File: config.mk
export PLATFORM = sky130hd
export DESIGN_NAME = univ_shift_reg
export DESIGN_NICKNAME = d
export VERILOG_FILES = /design/src/rtl/usr_pkg.sv /design/src/rtl/dff_en_bank.sv /design/src/rtl/univ_shift_reg.sv
export SDC_FILE = /design/constraint.sdc
export NUM_CORES = 1
export LEC_CHECK = 0
export BUFFER_PORTS_ARGS = -buffer_cell sky130_fd_sc_hd__buf_2
export CORE_ASPECT_RATIO = 2
export CORE_MARGIN = 5
export CORE_UTILIZATION = 30
export CTS_CLUSTER_SIZE = 10
export DETAILED_ROUTE_END_ITERATION = 10
export PLACE_DENSITY = 0.51
export SETUP_SLACK_MARGIN = 0.2
export SLEW_MARGIN = 20
export SYNTH_ARGS = -nofsm -noshare
export SYNTH_HDL_FRONTEND = slang
export SYNTH_SLANG_ARGS = --single-unit
export TNS_END_PERCENT = 100
File: constraint.sdc
create_clock -name clk -period 3 [get_ports clk]
set_input_delay 0.6 -clock clk [delete_from_list [all_inputs] [get_ports clk]]
set_output_delay 0.6 -clock clk [all_outputs]
set_load 0.01 [all_outputs]
File: src/rtl/usr_pkg.sv
// Shared types and helpers for the universal shift register:
// operation codes, controller states and the shift-count clamp.
package usr_pkg;

   typedef enum logic [2:0] {
      M_HOLD  = 3'b000,
      M_LOAD  = 3'b001,
      M_SHL   = 3'b010,
      M_SHR   = 3'b011,
      M_ROL   = 3'b100,
      M_ROR   = 3'b101,
      M_ASR   = 3'b110,
      M_CLEAR = 3'b111
   } mode_t;

   typedef enum logic [0:0] {
      IDLE  = 1'b0,
      SHIFT = 1'b1
   } state_t;

   // Counts beyond the register width behave like a full-width shift.
   function automatic int unsigned clamp_amt(input int unsigned amount, input int unsigned width);
      if (amount > width) begin
         return width;
      end else begin
         return amount;
      end
   endfunction

endpackage

File: src/rtl/dff_en_bank.sv
// Register bank with load enable and synchronous active-high reset.
// Q and its complement are held in separate flops so Qb is itself a registered output.
module dff_en_bank #(
   parameter int                WIDTH       = 8,
   parameter logic [WIDTH-1:0]  RESET_VALUE = {WIDTH{1'b0}}
) (
   input  logic             clk,
   input  logic             reset,
   input  logic             en,
   input  logic [WIDTH-1:0] d,
   output logic [WIDTH-1:0] q,
   output logic [WIDTH-1:0] qb
);

   // Storage: reset wins, otherwise load d and its complement together.
   always_ff @(posedge clk) begin
      if (reset) begin
         q  <= RESET_VALUE;
         qb <= ~RESET_VALUE;
      end else if (en) begin
         q  <= d;
         qb <= ~d;
      end else begin
         q  <= q;
         qb <= qb;
      end
   end

endmodule

File: src/rtl/univ_shift_reg.sv
// Universal shift register: single-cycle load/clear/hold and multi-cycle
// shift/rotate/arithmetic-shift executed one bit per clock.
module univ_shift_reg
   import usr_pkg::*;
#(
   parameter int                WIDTH       = 8,
   parameter logic [WIDTH-1:0]  RESET_VALUE = {WIDTH{1'b0}},
   localparam int               CNT_W       = $clog2(WIDTH + 1)
) (
   input  logic             clk,
   input  logic             reset,
   input  logic [2:0]       mode,
   input  logic             start,
   input  logic [CNT_W-1:0] amount,
   input  logic [WIDTH-1:0] d,
   input  logic             sin_l,
   input  logic             sin_r,
   output logic [WIDTH-1:0] q,
   output logic [WIDTH-1:0] qb,
   output logic             sout_l,
   output logic             sout_r,
   output logic             busy,
   output logic             done
);

   state_t             state_r;
   mode_t              mode_r;
   logic [CNT_W-1:0]   remaining_r;
   logic               busy_r;
   logic               done_r;

   mode_t              mode_s;
   logic [CNT_W-1:0]   amt_s;
   logic               is_shift_s;
   logic               q_en_s;
   logic [WIDTH-1:0]   q_next_s;

   function automatic logic [WIDTH-1:0] shift_one(input logic [WIDTH-1:0] v, input mode_t m,
                                                  input logic fill_l, input logic fill_r);
      case (m)
         M_SHL:   return {v[WIDTH-2:0], fill_r};
         M_SHR:   return {fill_l, v[WIDTH-1:1]};
         M_ROL:   return {v[WIDTH-2:0], v[WIDTH-1]};
         M_ROR:   return {v[0], v[WIDTH-1:1]};
         M_ASR:   return {v[WIDTH-1], v[WIDTH-1:1]};
         default: return v;
      endcase
   endfunction

   assign mode_s     = mode_t'(mode);
   assign amt_s      = CNT_W'(clamp_amt(32'(amount), 32'(WIDTH)));
   assign is_shift_s = (mode_s inside {M_SHL, M_SHR, M_ROL, M_ROR, M_ASR});

   // Next value for the q bank: immediate ops in IDLE, one-bit step in SHIFT.
   always_comb begin
      q_en_s   = 1'b0;
      q_next_s = q;
      case (state_r)
         IDLE: begin
            if (start) begin
               case (mode_s)
                  M_LOAD: begin
                     q_en_s   = 1'b1;
                     q_next_s = d;
                  end
                  M_CLEAR: begin
                     q_en_s   = 1'b1;
                     q_next_s = {WIDTH{1'b0}};
                  end
                  default: begin
                     q_en_s   = 1'b0;
                     q_next_s = q;
                  end
               endcase
            end else begin
               q_en_s   = 1'b0;
               q_next_s = q;
            end
         end
         SHIFT: begin
            q_en_s   = 1'b1;
            q_next_s = shift_one(q, mode_r, sin_l, sin_r);
         end
         default: begin
            q_en_s   = 1'b0;
            q_next_s = q;
         end
      endcase
   end

   // Controller: accepts requests in IDLE, counts shift steps, pulses done on completion.
   always_ff @(posedge clk) begin
      if (reset) begin
         state_r     <= IDLE;
         mode_r      <= M_HOLD;
         remaining_r <= {CNT_W{1'b0}};
         busy_r      <= 1'b0;
         done_r      <= 1'b0;
      end else begin
         done_r <= 1'b0;
         case (state_r)
            IDLE: begin
               if (start) begin
                  if (is_shift_s && (amt_s != {CNT_W{1'b0}})) begin
                     mode_r      <= mode_s;
                     remaining_r <= amt_s;
                     state_r     <= SHIFT;
                     busy_r      <= 1'b1;
                  end else begin
                     done_r <= 1'b1;
                  end
               end else begin
                  state_r <= IDLE;
               end
            end
            SHIFT: begin
               remaining_r <= remaining_r - CNT_W'(1);
               if (remaining_r == CNT_W'(1)) begin
                  state_r <= IDLE;
                  busy_r  <= 1'b0;
                  done_r  <= 1'b1;
               end else begin
                  state_r <= SHIFT;
               end
            end
            default: begin
               state_r <= IDLE;
               busy_r  <= 1'b0;
            end
         endcase
      end
   end

   dff_en_bank #(
      .WIDTH       (WIDTH),
      .RESET_VALUE (RESET_VALUE)
   ) u_q_bank (
      .clk   (clk),
      .reset (reset),
      .en    (q_en_s),
      .d     (q_next_s),
      .q     (q),
      .qb    (qb)
   );

   assign sout_l = q[WIDTH-1];
   assign sout_r = q[0];
   assign busy   = busy_r;
   assign done   = done_r;

endmodule
==> Word level (Yosys, flattened, before mapping) <==
Index checks and enable logic that the tools add are counted.
{ "classes": {"add_sub_neg": 1, "order_cmp": 1, "n_eq_ne": 16, "n_mux": 23, "n_bitwise": 2, "n_reduce_logical": 7} }
{ "op_table": {"columns": ["operator", "count"], "rows": [
  ["$pmux 8 s5", 1],
  ["$pmux 8 s2", 2],
  ["$eq 3x3->1 const B", 7],
  ["$eq 3x2->1 const B", 4],
  ["$mux 4", 3],
  ["$mux 1", 11],
  ["$mux 8", 1],
  ["$not 8->8", 1],
  ["$pmux 1 s2", 4],
  ["$pmux 4 s2", 1],
  ["$reduce_and 3->1", 2],
  ["$reduce_bool 5->1", 1],
  ["$eq 4x1->1 const B", 1],
  ["$gt 4x4->1 const B", 1],
  ["$ne 2x2->1 const B", 2],
  ["$reduce_bool 4->1", 1],
  ["$sub 4x1->4 const B", 1],
  ["$eq 3x1->1 const B", 1],
  ["$ne 2x1->1 const B", 1],
  ["$reduce_and 2->1", 1],
  ["$reduce_or 2->1", 1],
  ["$logic_and 1x1->1", 1],
  ["$not 1->1", 1]
]} }
{ "word_totals": {"reg_bits": 26, "input_bits": 20, "output_inout_bits": 20, "wordCells": 57} }

==> Depth between registers and ports, before layout <==
Gate-level depths: netlist (run 1).
{ "depth": {"word_depth": 7, "mapped_depth": 6, "ltp_nobuf": 5} }

==> By module <==
From an unflattened synthesis (run 1), not the netlist that was laid out.
{ "unflattened": {"cells_unflattened": 176, "hier_area_um2": 1551.5} }
{ "by_module_without_submodules": {"columns": ["mod", "n_inst", "cells_each", "area_per_inst_um2", "seq_area_each_um2"], "rows": [
  ["univ_shift_reg", 1, 116, 975.9, 200.2],
  ["dff_en_bank", 1, 60, 575.6, 320.3]
]} }

==> Worst setup path after synthesis (run 1) <==
No wires, ideal clock.
{ "synth_timing": {"kind": "input to register", "start": "in mode[2]", "end": "reg mode_r[0]", "setup_ns": 0.128, "arrival_ns": 1.558, "required_time_ns": 2.872, "setup_slack_ns": 1.315, "cell_stages": 5, "path_buffers": 1, "cell_sequence": "buf_6 -> and3_4 -> nor4_4 -> mux2i_1 -> nor2_1"} }
{ "synth_between": {"elab_chain_cells": 4, "elab_cells_between_ends": 8, "cone_classes": "eq/ne: 5; reduce/logical: 3"} }
{ "synth_rtl": {"columns": ["element", "line", "source"], "rows": [
  ["start, declared", "univ_shift_reg.sv:12", "input logic [2:0] mode,"],
  ["$eq 3x2->1 or $eq 3x3->1 (tied branches)", "univ_shift_reg.sv:52", "assign is_shift_s = (mode_s inside {M_SHL, M_SHR, M_ROL, M_ROR, M_ASR});"],
  ["$reduce_bool 5->1 *", "univ_shift_reg.sv:52", null],
  ["$logic_and 1x1->1 *", "univ_shift_reg.sv:104", "if (is_shift_s && (amt_s != {CNT_W{1'b0}})) begin"],
  ["$reduce_and 3->1 (no source line) *", null, null],
  ["end signal, assigned", "univ_shift_reg.sv:105", "mode_r <= mode_s;"],
  ["end, declared", "univ_shift_reg.sv:27", "mode_t mode_r;"]
]} }
Mark *: on every way between the ends. The rest lies on a longest branch, timed or not.
A chain may end at the register's enable or synchronous reset.

==> Worst setup path in the final report (run 1) <==
{ "layout_timing": {"start": "reg state_r", "end": "reg u_q_bank.q[4]"} }
{ "layout_between": {"elab_chain_cells": 2, "elab_cells_between_ends": 3, "cone_classes": "mux: 2; bitwise: 1"} }
{ "layout_rtl": {"columns": ["element", "line", "source"], "rows": [
  ["start, declared", "univ_shift_reg.sv:26", "state_t state_r;"],
  ["start signal, assigned", "univ_shift_reg.sv:94", "state_r <= IDLE;"],
  ["start signal, assigned", "univ_shift_reg.sv:107", "state_r <= SHIFT;"],
  ["start signal, assigned", "univ_shift_reg.sv:113", "state_r <= IDLE;"],
  ["$not 1->1 (no source line)", null, null],
  ["$pmux 8 s2 or $pmux 1 s2 (tied branches)", "univ_shift_reg.sv:58", "case (state_r)"],
  ["end signal, assigned", "dff_en_bank.sv:24", "q <= q;"],
  ["end, declared", "dff_en_bank.sv:11", "output logic [WIDTH-1:0] q,"]
]} }
Parallel ways exist; a longest one is shown, timed or not.

==> impl.org, run 1 <==
** Outcome
- The run finished with clean final reports.

** Timing
- Adding up every negative setup slack in the final design gives 0 ns.
- The worst pin sits at a relative slew slack of 46.8%.
- Worst Tran Pin Value :: 0.796 ns
- FMAX :: 0.538 GHz
- Unrepaired setup endpoints after global routing :: false
- Subtracting the final worst setup slack from the clock period gives 1.86 ns.
- Final count of pins violating max slew :: 0
- The number of endpoints with negative hold slack in the final report was 0.
- The final critical path takes up 62.0% of the cycle.
- Setup-failing EPs final :: 0
- Final setup skew :: 0.00697 ns

** Clock network
- Number of buffers on the longest clock path :: 2
- In this run the number of H-tree levels came out at 1.
- Post-CTS setup-driven buffer insertion count :: 0
- Cts-stage hold buffer count :: 0
- Count of instances resized after the clock tree is built :: 0
- Cts bufs inserted :: 3
- Counting every sink on the clock net gives 26.
- Buffer cell driving the clock tree root :: clkbuf_8
- Clock-pin slew was measured on the worst setup and hold paths at 0.10 ns.
- Clock tree from TritonCTS :: yes
- Worst skew pair latency :: 0.27 ns

** Yosys
- The number of nets handed over by synthesis was 202.
- In the synthesized netlist the async set-or-reset flop fraction comes to 0%.
- Register area share after synthesis :: 32.9%
- Cell with the most instances after synthesis :: dfxtp_1
- Most area-hungry cell type in the Yosys netlist :: dfxtp_1
- Number of synthesized register bits :: 26
- Of the post-synthesis cell area, the dominant cell type holds 32.9%.
- The synthesized netlist devotes 22.8% of its cell area to compound gates.
- Of the total synthesized cell area, the portion taken by AND, OR, NAND and NOR gates is 26.9%.
- Yosys mapped the design onto 53 distinct sky130hd cell types.
- After synthesis, the share of cell area in mux cells is 5.93%.
- Synthesized cell area :: 1580 sq um
- Ranked by total cell area, the synthesized netlist is headed by dfxtp_1 33%, nand2_1 5.0%, a211oi_1 4.7%.
- After synthesis, the largest family of logic cells by area is simple AND/OR/NAND/NOR gates.
- In the synthesized netlist the dominant register cell turns out to be dfxtp_1.
- Synthesis handed over a netlist of 180 instances.
- In this run the mean area of a mapped cell was 8.79 sq um.
- The commonest cells after synthesis are 26 x dfxtp_1, 21 x nand2_1, 16 x nor2_1, 10 x a211oi_1, 10 x o21a_1.
- Of the total synthesized cell area, the portion taken by full adders, half adders and majority gates is 1.58%.
- The synthesized netlist devotes 3.40% of its cell area to XOR and XNOR gates.
- The Yosys step of the flow raised 0 warnings.
- The synthesized design contains 0 enable-type register cells.

** Worst setup path
- For this design, the slowest cell found on the critical path is dfxtp_1.
- Critical Path Source Type :: flip-flop
- Delay contributed by the slowest stage of the critical path :: 0.71 ns
- Type of destination of the critical path :: flip-flop
- Worst-path fanout max :: 19
- Series of cell instances along the critical path :: nor2b_1, o21ai_0, o32ai_1, o21a_1
- WP data required :: 3.22 ns
- Data on the critical path arrives at its endpoint at 2.08 ns.
- Worst reg-to-reg setup slack :: 1.14 ns
- The worst setup path is of the flip-flop to flip-flop kind.

** Pwr
- Reg power frac :: 48.8%
- Switching power :: 0.000283 W
- Cell internal power dissipation :: 0.000602 W
- In this run the static leakage power is 0.716 nW.
- Combinational cells account for 25.2% of the total power.
- Ratio of total power to cell area :: 488 nW/um^2
- Of the total power, the share spent switching nets is 32.0%.
- The share of total power dissipated in the clock network is 26.0%.
- VDD IR max :: 0.313 mV

** Place
- Detail Placement HPWL :: 3.51 mm
- During placement, the flow inserted port buffers numbering 39.
- At the end of routability-driven placement, the weighted congestion stood at 0.795.

** GRT
- The via count of the first global-routing pass is 1,410.
- Pin count of the biggest net entering global routing :: 25
- Global-route congestion overflow total :: 0
- Antenna violations before repair :: 0
- The first global-routing pass estimated 6.91 mm of wire.
- Overall Global Routing Usage :: 13.3%

** Finish
- Of the cells placed in the final design, the portion with a size suffix greater than 1 is 26.7%.
- Number of inserted diodes :: 0
- At the end of the flow, the number of nets in the layout was 233.
- Compared with the post-synthesis result, the final layout area differs by 14.6%.
- Once layout is complete, the utilization of the core stands at 35.3%.

** Route
- Residual DRC count :: 0
- DRT antenna net count :: 0
- The first detailed-routing pass took 4 iterations.
- Detailed router's first-iteration violation count :: 29
- Total wirelength of the detailed-routed design :: 4.37 mm
- Via/cell ratio :: 5.27
- Total number of vias :: 1,413
- In the final routed layout, each cell accounts on average for 16.3 um.

** Die
- 40 I/O pins were placed.
- After floorplanning, the core was divided into 37 placement rows.
- In this run the standard cell core region covers 5140 sq um.
- Die Ht :: 113 um
- Once the floorplan was initialized, standard cells occupied 30.8% of the core.
- Area of the die :: 6910 sq um
- Horizontal die dimension :: 61.3 um

** Worst hold path
- The min-delay analysis places its worst path in the category flip-flop to flip-flop.

** Flow run
- The tool flagged a number of max-cap violations equal to 0.
==> power groups by stage <==
stage | clock network, W | logic (W) | registers (W)
after CTS | 0.000234 | 0.000228 | 0.000433
after global routing | 0.000243 | 0.000252 | 0.000441
after detailed placement | 0 | 0.000227 | 0.000441
final | 0.000230 | 0.000224 | 0.000432
after floorplan | 0 | 0.000160 | 0.000428
after global placement | 0 | 0.000228 | 0.000441
==> worst paths after layout <==
path	from	end	cells after the start
max	state_r$_SDFF_PP0_	u_q_bank.q[4]$_SDFFE_PP0P_	4
min	u_q_bank.qb[3]$_SDFFE_PP1P_	u_q_bank.qb[3]$_SDFFE_PP1P_	2
max reg2reg	state_r$_SDFF_PP0_	u_q_bank.q[4]$_SDFFE_PP0P_	4
min reg2reg	u_q_bank.qb[3]$_SDFFE_PP1P_	u_q_bank.qb[3]$_SDFFE_PP1P_	2
==> kinds of logic (layout without fill, tap and decap cells) <==
kind of cell / after synthesis / after routing
AO/OA/AOI/OAI: 51 / 51
XOR/XNOR: 4 / 4
adder cells (fa/ha/maj): 2 / 2
buffers and inverters: 16 / 46
flip-flops: 26 / 26
multiplexers: 9 / 9
AND/OR/NAND/NOR: 72 / 72
==> state kept, by name, indices dropped and copies added, names as in the netlist <==
signal and cells:
u_q_bank.q 8, u_q_bank.qb 8, remaining_r 4, mode_r 3, busy 1, done 1
state_r 1
==> critical path, delay by kind of cell (launching register included) <==
kind,cells,cell delay (ns)
DFF,1,0.71
AOI/OAI and AO/OA,3,0.66
and+or+nand+nor,1,0.44
==> routing by layer <==
| metal | vias to the layer above | share of wire (%) | track usage [%] |
|---|---|---|---|
| li1 | 717 | - | - |
| met3 | 4 | 5.0 | 2.07 |
| met4 | 0 | 1.4 | 3.40 |
| met2 | 31 | 57 | 25.6 |
| met1 | 661 | 36 | 13.8 |
| met5 | - | 0 | 0 |
==> per-stage QoR <==
| stage | setup slack (ns) | hold slack, ns | power, W | instances | cell area, sq um |
|---|---|---|---|---|---|
| after floorplan | 1.31 | 0.467 | 0.000588 | 180 | 1580 |
| after global placement | 1.08 | 0.430 | 0.000669 | 264 | 1760 |
| after detailed placement | 1.08 | 0.436 | 0.000668 | 264 | 1760 |
| after CTS | 1.15 | 0.450 | 0.000895 | 268 | 1810 |
| after global routing | 0.904 | 0.478 | 0.000936 | 268 | 1810 |
| final | 1.14 | 0.445 | 0.000886 | 268 | 1810 |
==> layout by cell type, fill, tap and decap left out, drive strengths merged, types with 3 or more instances in the layout <==
master and count:
nor3 4, o32ai 3, nor2b 6, o221ai 3, nor2 17, buf 39, dfxtp 26, nor3b 3
nor4 3, nand2b 4, o22ai 3, a21oi 8, o21ai 5, a211oi 10, o21a 10, nand2 21
mux2i 6, mux2 3, inv 3, clkbuf 4
==> cell type report <==
| class | instances | area [sq um] |
|---|---|---|
| fill | 557 | 3330 |
| multi-input combinational | 138 | 958 |
| sequential | 26 | 520 |
| timing repair buffer | 39 | 195 |
| tap | 58 | 72.6 |
| clock buffer | 4 | 55.1 |
| inverter | 3 | 11.3 |
No activity file was read; power rests on OpenSTA's default activity.
==> run 2, diff against run 1 <==
--- a/config.mk
+++ b/config.mk
@@ -5,13 +5,14 @@
 export SDC_FILE = /design/constraint.sdc
 export NUM_CORES = 1
 export LEC_CHECK = 0
+export ABC_AREA = 1
 export BUFFER_PORTS_ARGS = -buffer_cell sky130_fd_sc_hd__buf_2
 export CORE_ASPECT_RATIO = 2
 export CORE_MARGIN = 5
 export CORE_UTILIZATION = 30
 export CTS_CLUSTER_SIZE = 10
 export DETAILED_ROUTE_END_ITERATION = 10
-export PLACE_DENSITY = 0.51
+export PLACE_DENSITY = 0.53
 export SETUP_SLACK_MARGIN = 0.2
 export SLEW_MARGIN = 20
 export SYNTH_ARGS = -nofsm -noshare
==> constraint.sdc (replaced) <==
create_clock -name clk -period 1.61 [get_ports clk]
set_input_delay 0.322 -clock clk [delete_from_list [all_inputs] [get_ports clk]]
set_output_delay 0.322 -clock clk [all_outputs]
set_load 0.01 [all_outputs]
==> run 2 against run 1 <==
Critical path type unchanged. Worst hold slack got worse by 0.11 ns. Maximum frequency grew 39%. Utilization grew 2.7 points. Wire length is 5.6% higher. Sequential share of layout area fell by 1.2 points. Critical endpoint is now u_q_bank.qb[4]$_SDFFE_PP1P_. Die area decreased by 0.90%. Combinational power up 130%. Clock power is 62% higher. Cell count rose by 28%. Synthesized cell count up 36%.
==> impl.org, run 2 <==
** Outcome
- Run status :: finished clean

** Yosys
- In the post-synthesis netlist, the biggest area contributors are dfxtp_1 33%, nand2_1 21%, nand3_1 11%.
- Number of synthesized register bits :: 26 (unchanged)
- The post-synthesis net count is 267 (+32%).
- Post-synthesis instance total :: 245 (+36%)
- Most area-hungry cell type in the Yosys netlist :: dfxtp_1
- The sequential element share of the synthesized area is 33.3% (+0.34 points).
- The number of enable-type register cells in the synthesized netlist came to 0 (unchanged).
- Most frequent cells after synthesis :: 87 x nand2_1, 33 x nand3_1, 26 x dfxtp_1, 20 x a21oi_1, 17 x inv_1
- Yosys instantiated no cell more often than nand2_1.
- The portion of synthesized cell area occupied by the leading cell type came to 33.3% (+0.34 points).
- Number of distinct standard cells referenced by the synthesized netlist :: 24 (-55%)
- The average cell area after synthesis was 6.39 sq um (-27%).
- The most used flip-flop cell after synthesis is dfxtp_1.
- Synthesized cell area :: 1570 sq um (-1.0%)
- The share of async-settable or async-resettable flops after synthesis was 0% (unchanged).
- The Yosys warning count is 0 (unchanged).

** Die
- Horizontal die dimension :: 61.1 um (-0.43%)
- Die Ht :: 112 um (-0.47%)
- The area of the core region is 5090 sq um (-0.90%).
- The die footprint is 6850 sq um (-0.90%).
- The effective utilization at floorplan came to 30.7% (-0.040 points).
- Number of placement rows :: 37 (unchanged)
- The count of boundary I/O pins came to 40 (unchanged).

** Timing
- The worst hold slack is 0.330 ns (-0.115 ns).
- The sum of negative setup slack was 0 ns (unchanged).
- The final clock period utilization by the worst path was 83.1% (+21 points).
- Setup repair after global routing could not meet its margin everywhere.
- FMAX :: 0.747 GHz (+39%)
- The number of slew-limit violations in the final report was 0 (unchanged).
- The transition time at the pin with the least slew margin was 0.464 ns (-0.332 ns).
- Time the worst path needs with I/O delays and setup :: 1.34 ns (-0.521 ns)
- The worst relative slew slack came to 69.0% (+22 points).
- The number of endpoints with negative hold slack in the final report came to 0 (unchanged).
- The final worst-path setup slack came to 0.271 ns (-0.869 ns).
- Final setup skew :: 0.00697 ns (+0.000000560 ns)
- Setup-failing EPs final :: 0 (unchanged)

** Clock network
- Worst skew pair latency :: 0.27 ns (about the same)
- Clock-pin transition on the worst setup and hold timing paths :: 0.09 ns (about the same)
- Cts bufs inserted :: 3 (unchanged)
- The maximum buffer depth of the clock tree is 2 (unchanged).
- The H-tree depth is 1 (unchanged).
- Cts-stage hold buffer count :: 0 (unchanged)
- Clock tree from TritonCTS :: yes
- In this run the clock root is driven by a clkbuf_8.
- The number of clock sinks came to 26 (unchanged).

** Finish
- The area growth from synthesis to layout is 23.6%.
- Largest registers :: u_q_bank.q: 8 flops, u_q_bank.qb: 8 flops, remaining_r: 4 flops
- The library cell used most frequently in the layout, excluding fill and tap cells, is nand2_1.
- Most frequent cells in the layout :: 86 x nand2_1, 39 x buf_2, 28 x nand3_1
- The final cell area excluding filler cells came to 1930 sq um (+6.7%).
- Share of cells above drive strength 1 :: 26.4% (-0.26 points)
- The number of standard cells in the final layout excluding fillers is 342 (+28%).
- The net count of the finished layout was 308 (+32%).
- Number of inserted diodes :: 0 (unchanged)

** Place
- Detail Placement HPWL :: 3.69 mm (+5.1%)
- The cell total after placement is 337 (+28%).
- Total of buffers placed on input and output ports :: 39 (unchanged)
- The last weighted congestion value of the routability-driven placer is 0.929 (+17%).
- The area after detailed placement came to 1820 sq um (+3.3%).
- Pre-CTS WS :: 0.112 ns (-0.968 ns)

** GRT
- The largest net degree at the start of global routing is 16 (-36%).
- The initial antenna violation count was 0 (unchanged).
- The overall global routing resource usage was 14.6% (+1.3 points).
- First-pass GRT wire length :: 7.85 mm (+13%)
- Via count of the first global-routing pass :: 1,735 (+23%)
- Global-route congestion overflow total :: 0 (unchanged)

** Worst hold path
- The tightest min-delay check is of the input port to flip-flop type.

** Worst setup path
- WP data required :: 1.75 ns (-1.47 ns)
- CP max-delay cell :: dfxtp_4
- The maximum fanout encountered on the critical timing path is 6 (-13).
- The arrival time reported for the critical path endpoint came to 1.48 ns (-0.60 ns).
- The reg2reg setup slack was 0.27 ns (-0.87 ns).
- Delay contributed by the slowest stage of the critical path :: 0.38 ns (-0.33 ns)
- Crit Path Category :: flip-flop to flip-flop
- The worst setup path is launched from a flip-flop.
- Series of cell instances along the critical path :: buf_4, nand2_1, o211ai_1, buf_4, nand3_1, nand3_1, nand2_1, nand3_1
- STA classifies the critical path endpoint as a flip-flop.
- Gate family responsible for the most delay along the worst path :: simple AND/OR/NAND/NOR gates
- Buffering stage count on the worst path with inverters included :: 2 (+2)
- CP dominant cell by count :: nand3_1

** Pwr
- Ratio of total power to cell area :: 852 nW/um^2 (+74%)
- VDD IR max :: 0.529 mV (+69%)
- Leakage power figure :: 0.897 nW (+25%)

** Route
- Average wire per standard cell :: 13.5 um (-17%)
- The iteration count of the initial detailed-routing pass was 4 (unchanged).
- Detailed router's first-iteration violation count :: 35 (+21%)
- The total via count in the routed design is 1,720 (+22%).
- DRT antenna net count :: 0 (unchanged)
- Residual DRC count :: 0 (unchanged)
- The ratio of routed vias to standard cells was 5.03 (-4.6%).
- The final wirelength is 4.61 mm (+5.6%).

** Flow run
- Max-cap violation count :: 0 (unchanged)
## run 2: cell count changes after synthesis, moves of 6 or more
cell	previous run	this run
o21ai_0	4	13
a21oi_1	8	20
nand3_1	1	33
inv_1	3	17
mux2i_1	6	0
nand4_1	0	8
a211oi_1	10	0
o21a_1	10	0
nor2b_1	6	0
nand2_1	21	87
## run 2: metal layers
layer | track usage, % | part of all wire, %
met2 | 26.7 | 55
met1 | 15.8 | 38
met5 | 0 | 0
met3 | 1.61 | 4.1
met4 | 6.08 | 2.9
## run 2: logic make-up after synthesis
family	synth area share, %
adder cells (fa/ha/maj)	1.60
buffers and inverters	8.47
XOR/XNOR	0.560
AND/OR/NAND/NOR	45.1
AO/OA/AOI/OAI	11.0
flip-flops	33.3
## run 2: final cells by class
cell class / count / area, sq um
Clock buffer: 3 / 41.3
Timing Repair Buffer: 47 / 263
Inverter: 18 / 70.1
Fill cell: 601 / 3160
Tap cell: 58 / 72.6
Multi-Input combinational cell: 190 / 955
Sequential cell: 26 / 533
## run 2: timing repair
item | CTS | global route
setup buffers | 0 | 2
endpoints found under the setup margin | 10 | 17
gates resized for setup | 2 | 19
pin swaps | 1 | 3
## run 2: path summary, 6_finish.rpt
kind                                                  start  depth (start not counted)                           to
worst max register to register       mode_r[1]$_SDFFE_PP0P_                          8  u_q_bank.qb[4]$_SDFFE_PP1P_
worst max-delay path                 mode_r[1]$_SDFFE_PP0P_                          8  u_q_bank.qb[4]$_SDFFE_PP1P_
worst min register to register  remaining_r[1]$_SDFFE_PP0P_                          2  remaining_r[1]$_SDFFE_PP0P_
worst min-delay path                                mode[2]                          3       mode_r[2]$_SDFFE_PP0P_
## run 2: worst register-to-register path, stage by stage, from the launching register on
cell and delay [ns]:
dfxtp_4 0.38, buf_4 0.16, nand2_1 0.09, o211ai_1 0.09
buf_4 0.17, nand3_1 0.09, nand3_1 0.11, nand2_1 0.08
nand3_1 0.06
## run 2: stage by stage
| stage | power [W] | utilization (%) |
|---|---|---|
| 4_1_cts | 0.00164 | 36.5 |
| 2_1_floorplan | 0.00110 | - |
| 6_report | 0.00165 | 38.0 |
| 3_5_place_dp | 0.00126 | 35.7 |
| 3_3_place_gp | 0.00126 | 35.7 |
| 5_1_grt | 0.00176 | 38.0 |
## run 2: report_power, final
part	internal (W)	total, W	switching [W]
Combinational	0.000200	0.000511	0.000311
Sequential	0.000703	0.000764	0.0000614
Clock	0.000168	0.000373	0.000205
Total	0.00107	0.00165	0.000577
